**config.mk**
```make
export PLATFORM = sky130hd
export DESIGN_NAME = usb_cmd_stream_ctrl
export DESIGN_NICKNAME = d
export VERILOG_FILES = /design/src/rtl/usb_cmd_stream_ctrl.sv
export SDC_FILE = /design/constraint.sdc
export NUM_CORES = 1
export LEC_CHECK = 0
export CAP_MARGIN = 20
export CORE_MARGIN = 3
export CORE_UTILIZATION = 45
export DETAILED_ROUTE_END_ITERATION = 10
export DONT_BUFFER_PORTS = 1
export PLACE_DENSITY = 0.68
export SLEW_MARGIN = 25
export SYNTH_ARGS = -nofsm -noshare
export SYNTH_HDL_FRONTEND = slang
export SYNTH_SLANG_ARGS = --single-unit
export TNS_END_PERCENT = 20
```
**constraint.sdc**
```tcl
create_clock -name clk_24m -period 3.8 [get_ports clk_24m]
set_input_delay 0.57 -clock clk_24m [delete_from_list [all_inputs] [get_ports clk_24m]]
set_output_delay 0.57 -clock clk_24m [all_outputs]
set_load 0.1 [all_outputs]
```
**src/rtl/usb_cmd_stream_ctrl.sv**
```systemverilog
// usb_cmd_stream_ctrl: FX2 command-frame register decoder and upstream burst gate
module usb_cmd_stream_ctrl #(
  parameter int NUM_REGS = 4,
  parameter int BURST_WORDS = 256,
  parameter int USEDW_W = 10,
  parameter logic [15:0] SYNC_WORD = 16'hA55A
) (
  input  logic                        clk_24m,
  input  logic                        rst,
  input  logic                        dn_val,
  input  logic [15:0]                 dn_dat,
  output logic                        up_req,
  input  logic                        up_grant,
  input  logic                        up_fin,
  output logic [15:0]                 up_dat,
  input  logic [15:0]                 fifo_q,
  input  logic [USEDW_W-1:0]          fifo_rdusedw,
  output logic                        fifo_rdreq,
  output logic [32*(NUM_REGS-1)-1:0]  reg_flat,
  output logic                        stream_en,
  output logic [7:0]                  frame_err_cnt,
  output logic [15:0]                 seq_num
);
  localparam int IW = USEDW_W + 2;
  typedef enum logic [1:0] {S_IDLE, S_WAIT, S_BURST} state_t;
  state_t state_q, state_d;
  logic [1:0] wc_q, wc_d;
  logic [8:0] cmd_q, cmd_d;
  logic [15:0] dhi_q, dhi_d, dlo_q, dlo_d;
  logic [31:0] regs_q [NUM_REGS];
  logic [31:0] regs_d [NUM_REGS];
  logic [7:0] err_q, err_d;
  logic [15:0] seq_q, seq_d;
  logic up_req_q, up_req_d, hdr_act_q, hdr_act_d;
  logic [IW-1:0] idx_q, idx_d, hoff, pend;
  logic [15:0] sw;
  logic frame_end, do_wr, bad, clr, payload, seq_inc;
  always_comb begin
    sw = {dn_dat[7:0], dn_dat[15:8]};
    wc_d = dn_val ? (wc_q == 2'd3 ? 2'd3 : wc_q + 2'd1) : 2'd0;
    cmd_d = (dn_val && wc_q == 2'd0) ? {sw[15], sw[7:0]} : cmd_q;
    dhi_d = (dn_val && wc_q == 2'd1) ? sw : dhi_q;
    dlo_d = (dn_val && wc_q == 2'd2) ? sw : dlo_q;
    frame_end = !dn_val && wc_q != 2'd0;
    do_wr = frame_end && wc_q == 2'd3 && cmd_q[8] && cmd_q[7:0] < 8'(NUM_REGS);
    bad = frame_end && (wc_q != 2'd3 || (cmd_q[8] && cmd_q[7:0] >= 8'(NUM_REGS)));
    clr = do_wr && cmd_q[7:0] == 8'd0 && dlo_q[2];
    regs_d = regs_q;
    for (int i = 0; i < NUM_REGS; i++)
      if (do_wr && cmd_q[7:0] == 8'(i)) regs_d[i] = {dhi_q, dlo_q};
    regs_d[0][2] = 1'b0;
    err_d = clr ? 8'd0 : (bad && err_q != 8'hFF) ? err_q + 8'd1 : err_q;
    hoff = hdr_act_q ? IW'(2) : '0;
    pend = hoff + IW'(BURST_WORDS);
    payload = idx_q >= hoff && idx_q < pend;
    state_d = state_q;
    up_req_d = up_req_q;
    hdr_act_d = hdr_act_q;
    idx_d = idx_q;
    seq_inc = 1'b0;
    up_dat = fifo_q;
    fifo_rdreq = 1'b0;
    case (state_q)
      S_IDLE: state_d = regs_q[0][0] ? S_WAIT : S_IDLE;
      S_WAIT: begin
        if (!regs_q[0][0]) state_d = S_IDLE;
        else if (fifo_rdusedw >= USEDW_W'(BURST_WORDS)) begin
          state_d = S_BURST;
          up_req_d = 1'b1;
          idx_d = '0;
          hdr_act_d = regs_q[0][1];
        end
      end
      S_BURST: begin
        up_dat = (hdr_act_q && idx_q == '0) ? SYNC_WORD :
                 (hdr_act_q && idx_q == IW'(1)) ? seq_q :
                 payload ? fifo_q : 16'h0000;
        fifo_rdreq = payload && up_grant;
        if (up_grant && idx_q < pend) idx_d = idx_q + IW'(1);
        if (up_fin) begin
          up_req_d = 1'b0;
          seq_inc = 1'b1;
          state_d = S_IDLE;
        end
      end
      default: state_d = S_IDLE;
    endcase
    seq_d = clr ? 16'd0 : seq_inc ? seq_q + 16'd1 : seq_q;
  end
  always_ff @(posedge clk_24m) begin
    if (rst) begin
      state_q <= S_IDLE;
      wc_q <= '0;
      cmd_q <= '0;
      dhi_q <= '0;
      dlo_q <= '0;
      for (int i = 0; i < NUM_REGS; i++) regs_q[i] <= '0;
      err_q <= '0;
      seq_q <= '0;
      up_req_q <= 1'b0;
      hdr_act_q <= 1'b0;
      idx_q <= '0;
    end else begin
      state_q <= state_d;
      wc_q <= wc_d;
      cmd_q <= cmd_d;
      dhi_q <= dhi_d;
      dlo_q <= dlo_d;
      regs_q <= regs_d;
      err_q <= err_d;
      seq_q <= seq_d;
      up_req_q <= up_req_d;
      hdr_act_q <= hdr_act_d;
      idx_q <= idx_d;
    end
  end
  for (genvar k = 1; k < NUM_REGS; k++) begin : g_flat
    assign reg_flat[32*k-1 -: 32] = regs_q[k];
  end
  assign up_req = up_req_q;
  assign stream_en = regs_q[0][0];
  assign frame_err_cnt = err_q;
  assign seq_num = seq_q;
endmodule
```
==> results.json <==
{
  "wire_per_inst_um": 16.9,
  "yosysWarnings": 0,
  "pin_count": 186,
  "outcome": "complete, no violations",
  "yosysTopAreaCell": "dfxtp_1",
  "cp_top_family": "simple AND/OR/NAND/NOR gates",
  "synth_edf_count": 0,
  "place_hpwl_um": 12700,
  "num_vias": 5885,
  "drtIter0Drc": 359,
  "cpMaxStageDelayCell": "or4_4",
  "async_flop_share_pct": 0,
  "gp_congestion": 0.809,
  "cts_buffers": 17,
  "antenna_left": 0,
  "first_global_vias": 5168,
  "core_area_um2": 16800,
  "crit_type": "reg -> out",
  "crit_buf_inv": 1,
  "grt_pass1_wl_um": 28200,
  "cts_num_sinks": 181,
  "synthDistinctLibCells": 49,
  "fin_nets": 933,
  "peakVddDrop_mv": 0.340,
  "drive_above_1_share_pct": 9.74,
  "hold_path_class": "in -> reg",
  "worstSetupStartpointType": "register",
  "fp.dieH_um": 138,
  "avgSynthCellArea_um2": 8.06,
  "port_buffers": 0,
  "worstPathCellList": "or4_4 -> nor3_1 -> nand3_1 -> nor2_1 -> a22o_1 -> buf_4",
  "cts_tree": "done",
  "reg2reg_depth": 5,
  "postCtsSetupRepairBufs": 0,
  "clkSlewWorstSetupHoldPaths_ns": 0.07,
  "ys_seq_elements": 181,
  "postLayoutCoreUtil_pct": 48.0,
  "finalSetupViolCount": 0,
  "dieArea_um2": 19000,
  "worst_pin_slew_ns": 1.08,
  "viasPerCell": 5.29,
  "area_delta_synth_final_pct": 3.16,
  "initial_core_util_pct": 46.6,
  "setup_slack_ns": 0.294,
  "fin_cells": 1113,
  "row_count": 47,
  "rsz0062_at_grt": "false",
  "clock_skew_ns": 0.00992,
  "max_freq_mhz": 285,
  "period_share_pct": 92.3,
  "yosys.area.top_type_share_pct": 46.4,
  "die_w_um": 138,
  "cts.path.max_buffers": 2,
  "p_leak_uw": 0.00280,
  "cts_resized": 0,
  "dp_slack_ns": 0.728,
  "required_ns": 3.23,
  "ys_seq_area_share_pct": 46.4,
  "tns_ns": 0,
  "drv_slew": 0,
  "synth_fp_nets": 1021,
  "synthCells": 968,
  "drc": 0,
  "cts_hold_buf": 0,
  "cp_slowest_stage_delay_ns": 0.58,
  "cp-end-kind": "primary output",
  "wirelength_um": 18800,
  "synthFlopType": "dfxtp_1",
  "slew_headroom_pct": 28.1,
  "dp_cells": 1081,
  "whs_path_depth": 1,
  "htree_levels": 4,
  "synth_area_leaders": "dfxtp_1 (46%), nand2_1 (13%), buf_4 (9.4%)",
  "cts-root-buf": "clkbuf_16",
  "insertedDiodeCount": 0,
  "period_minus_slack_ns": 3.51,
  "path_depth": 6,
  "placed_cell_area_um2": 7450,
  "netlist_area_um2": 7800,
  "drt-pass1-iter-count": 4,
  "path_max_fanout": 9,
  "track_usage_pct": 19.2,
  "fillers": 1644,
  "cp_data_arrival_time_ns": 2.94,
  "grt_max_degree": 148,
  "antenna_found_initial": 0,
  "final_hold_viol_count": 0,
  "max-cap-violations": 0,
  "insertion_delay_ns": 0.43,
  "grt.overflow.total": 0,
  "power_density_nw_per_um2": 481,
  "fin_area_um2": 8050
}
## where the power goes
part / switching (uW) / total [uW] / leakage [uW] / internal, uW
registers: 28.8 / 1940 / 0.00146 / 1910
logic: 102 / 140 / 0.00106 / 38.5
clock network: 805 / 1790 / 0.000285 / 988
total: 935 / 3870 / 0.00280 / 2940
## state kept, by name, summed over array words and instances, names as in the netlist
| name | count |
|---|---|
| cmd_q | 9 |
| dhi_q | 16 |
| dlo_q | 16 |
| frame_err_cnt | 8 |
| hdr_act_q | 1 |
| idx_q | 12 |
| reg_flat | 96 |
| regs_q | 1 |
| seq_num | 16 |
| state_q | 2 |
| stream_en | 1 |
| up_req | 1 |
| wc_q | 2 |
## synth_stat cells, drive strengths merged (2+ instances only)
cell type,number
ha,6
nor2,57
a21oi,145
o21ai,5
inv,6
mux2i,12
dfxtp,181
xor2,11
buf,110
and3b,3
a22o,8
nor2b,4
or4,3
or3,4
nand4,4
and3,6
nand3b,6
o22a,8
nand2b,3
nor3b,2
nor3,5
nand2,280
and4,5
nor4b,2
clkbuf,39
nand3,15
xnor2,15
nor4,4
o41ai,2
and2,7
## path summary, 6_finish.rpt
kind                   from          endpoint  slack [ns]
setup / recovery   idx_q[2]         up_dat[2]        0.29
hold / removal          rst        state_q[0]        0.24
setup reg to reg   cmd_q[2]  frame_err_cnt[5]        1.14
hold reg to reg   idx_q[10]         idx_q[10]        0.46
## cell usage in the layout (no fill, tap or decap), types with 7 or more instances in the layout
cell type,n
a22o_1,8
xnor2_1,15
nor2_1,56
a21oi_1,145
xor2_1,11
nand2_1,280
nand3_1,15
dfxtp_1,179
buf_4,42
and2_1,7
o22a_1,8
clkbuf_16,17
mux2i_1,12
## metrics by stage
step | hold WS, ns | power, uW
3_5_place_dp | 0.448 | 2120
3_3_place_gp | 0.444 | 2120
5_1_grt | 0.213 | 3990
2_1_floorplan | 0.414 | 2120
4_1_cts | 0.196 | 3900
6_report | 0.238 | 3870
## cell type report
class	instances	area, um^2	area share [%]
Timing Repair Buffer	42	315	3.92
Inverter	6	22.5	0.280
Clock buffer	17	425	5.28
Multi-Input combinational cell	632	3220	40.0
Clock inverter	15	168	2.08
Sequential cell	181	3630	45.0
Tap cell	220	275	3.42
## per-layer routing
layer | routed length [um] | vias to the layer above | global-route usage [%] | share of wire [%]
met5 | 0 | - | 0 | 0
met4 | 252 | 0 | 5.38 | 1.3
met3 | 1670 | 22 | 7.82 | 8.9
met2 | 8570 | 180 | 29.5 | 46
met1 | 8330 | 2764 | 24.9 | 44
li1 | - | 2919 | - | -
## kinds of logic (layout without fill, tap and decap cells)
family,Yosys count,after routing,synth area share (%)
flip-flops,181,181,46.4
adder cells (fa/ha/maj),6,6,0.962
buffers and inverters,155,80,12.4
AO/OA/AOI/OAI,176,176,12.9
multiplexers,12,12,1.54
XOR/XNOR,26,26,2.92
AND/OR/NAND/NOR,412,412,22.9
No activity file was read; power rests on OpenSTA's default activity.
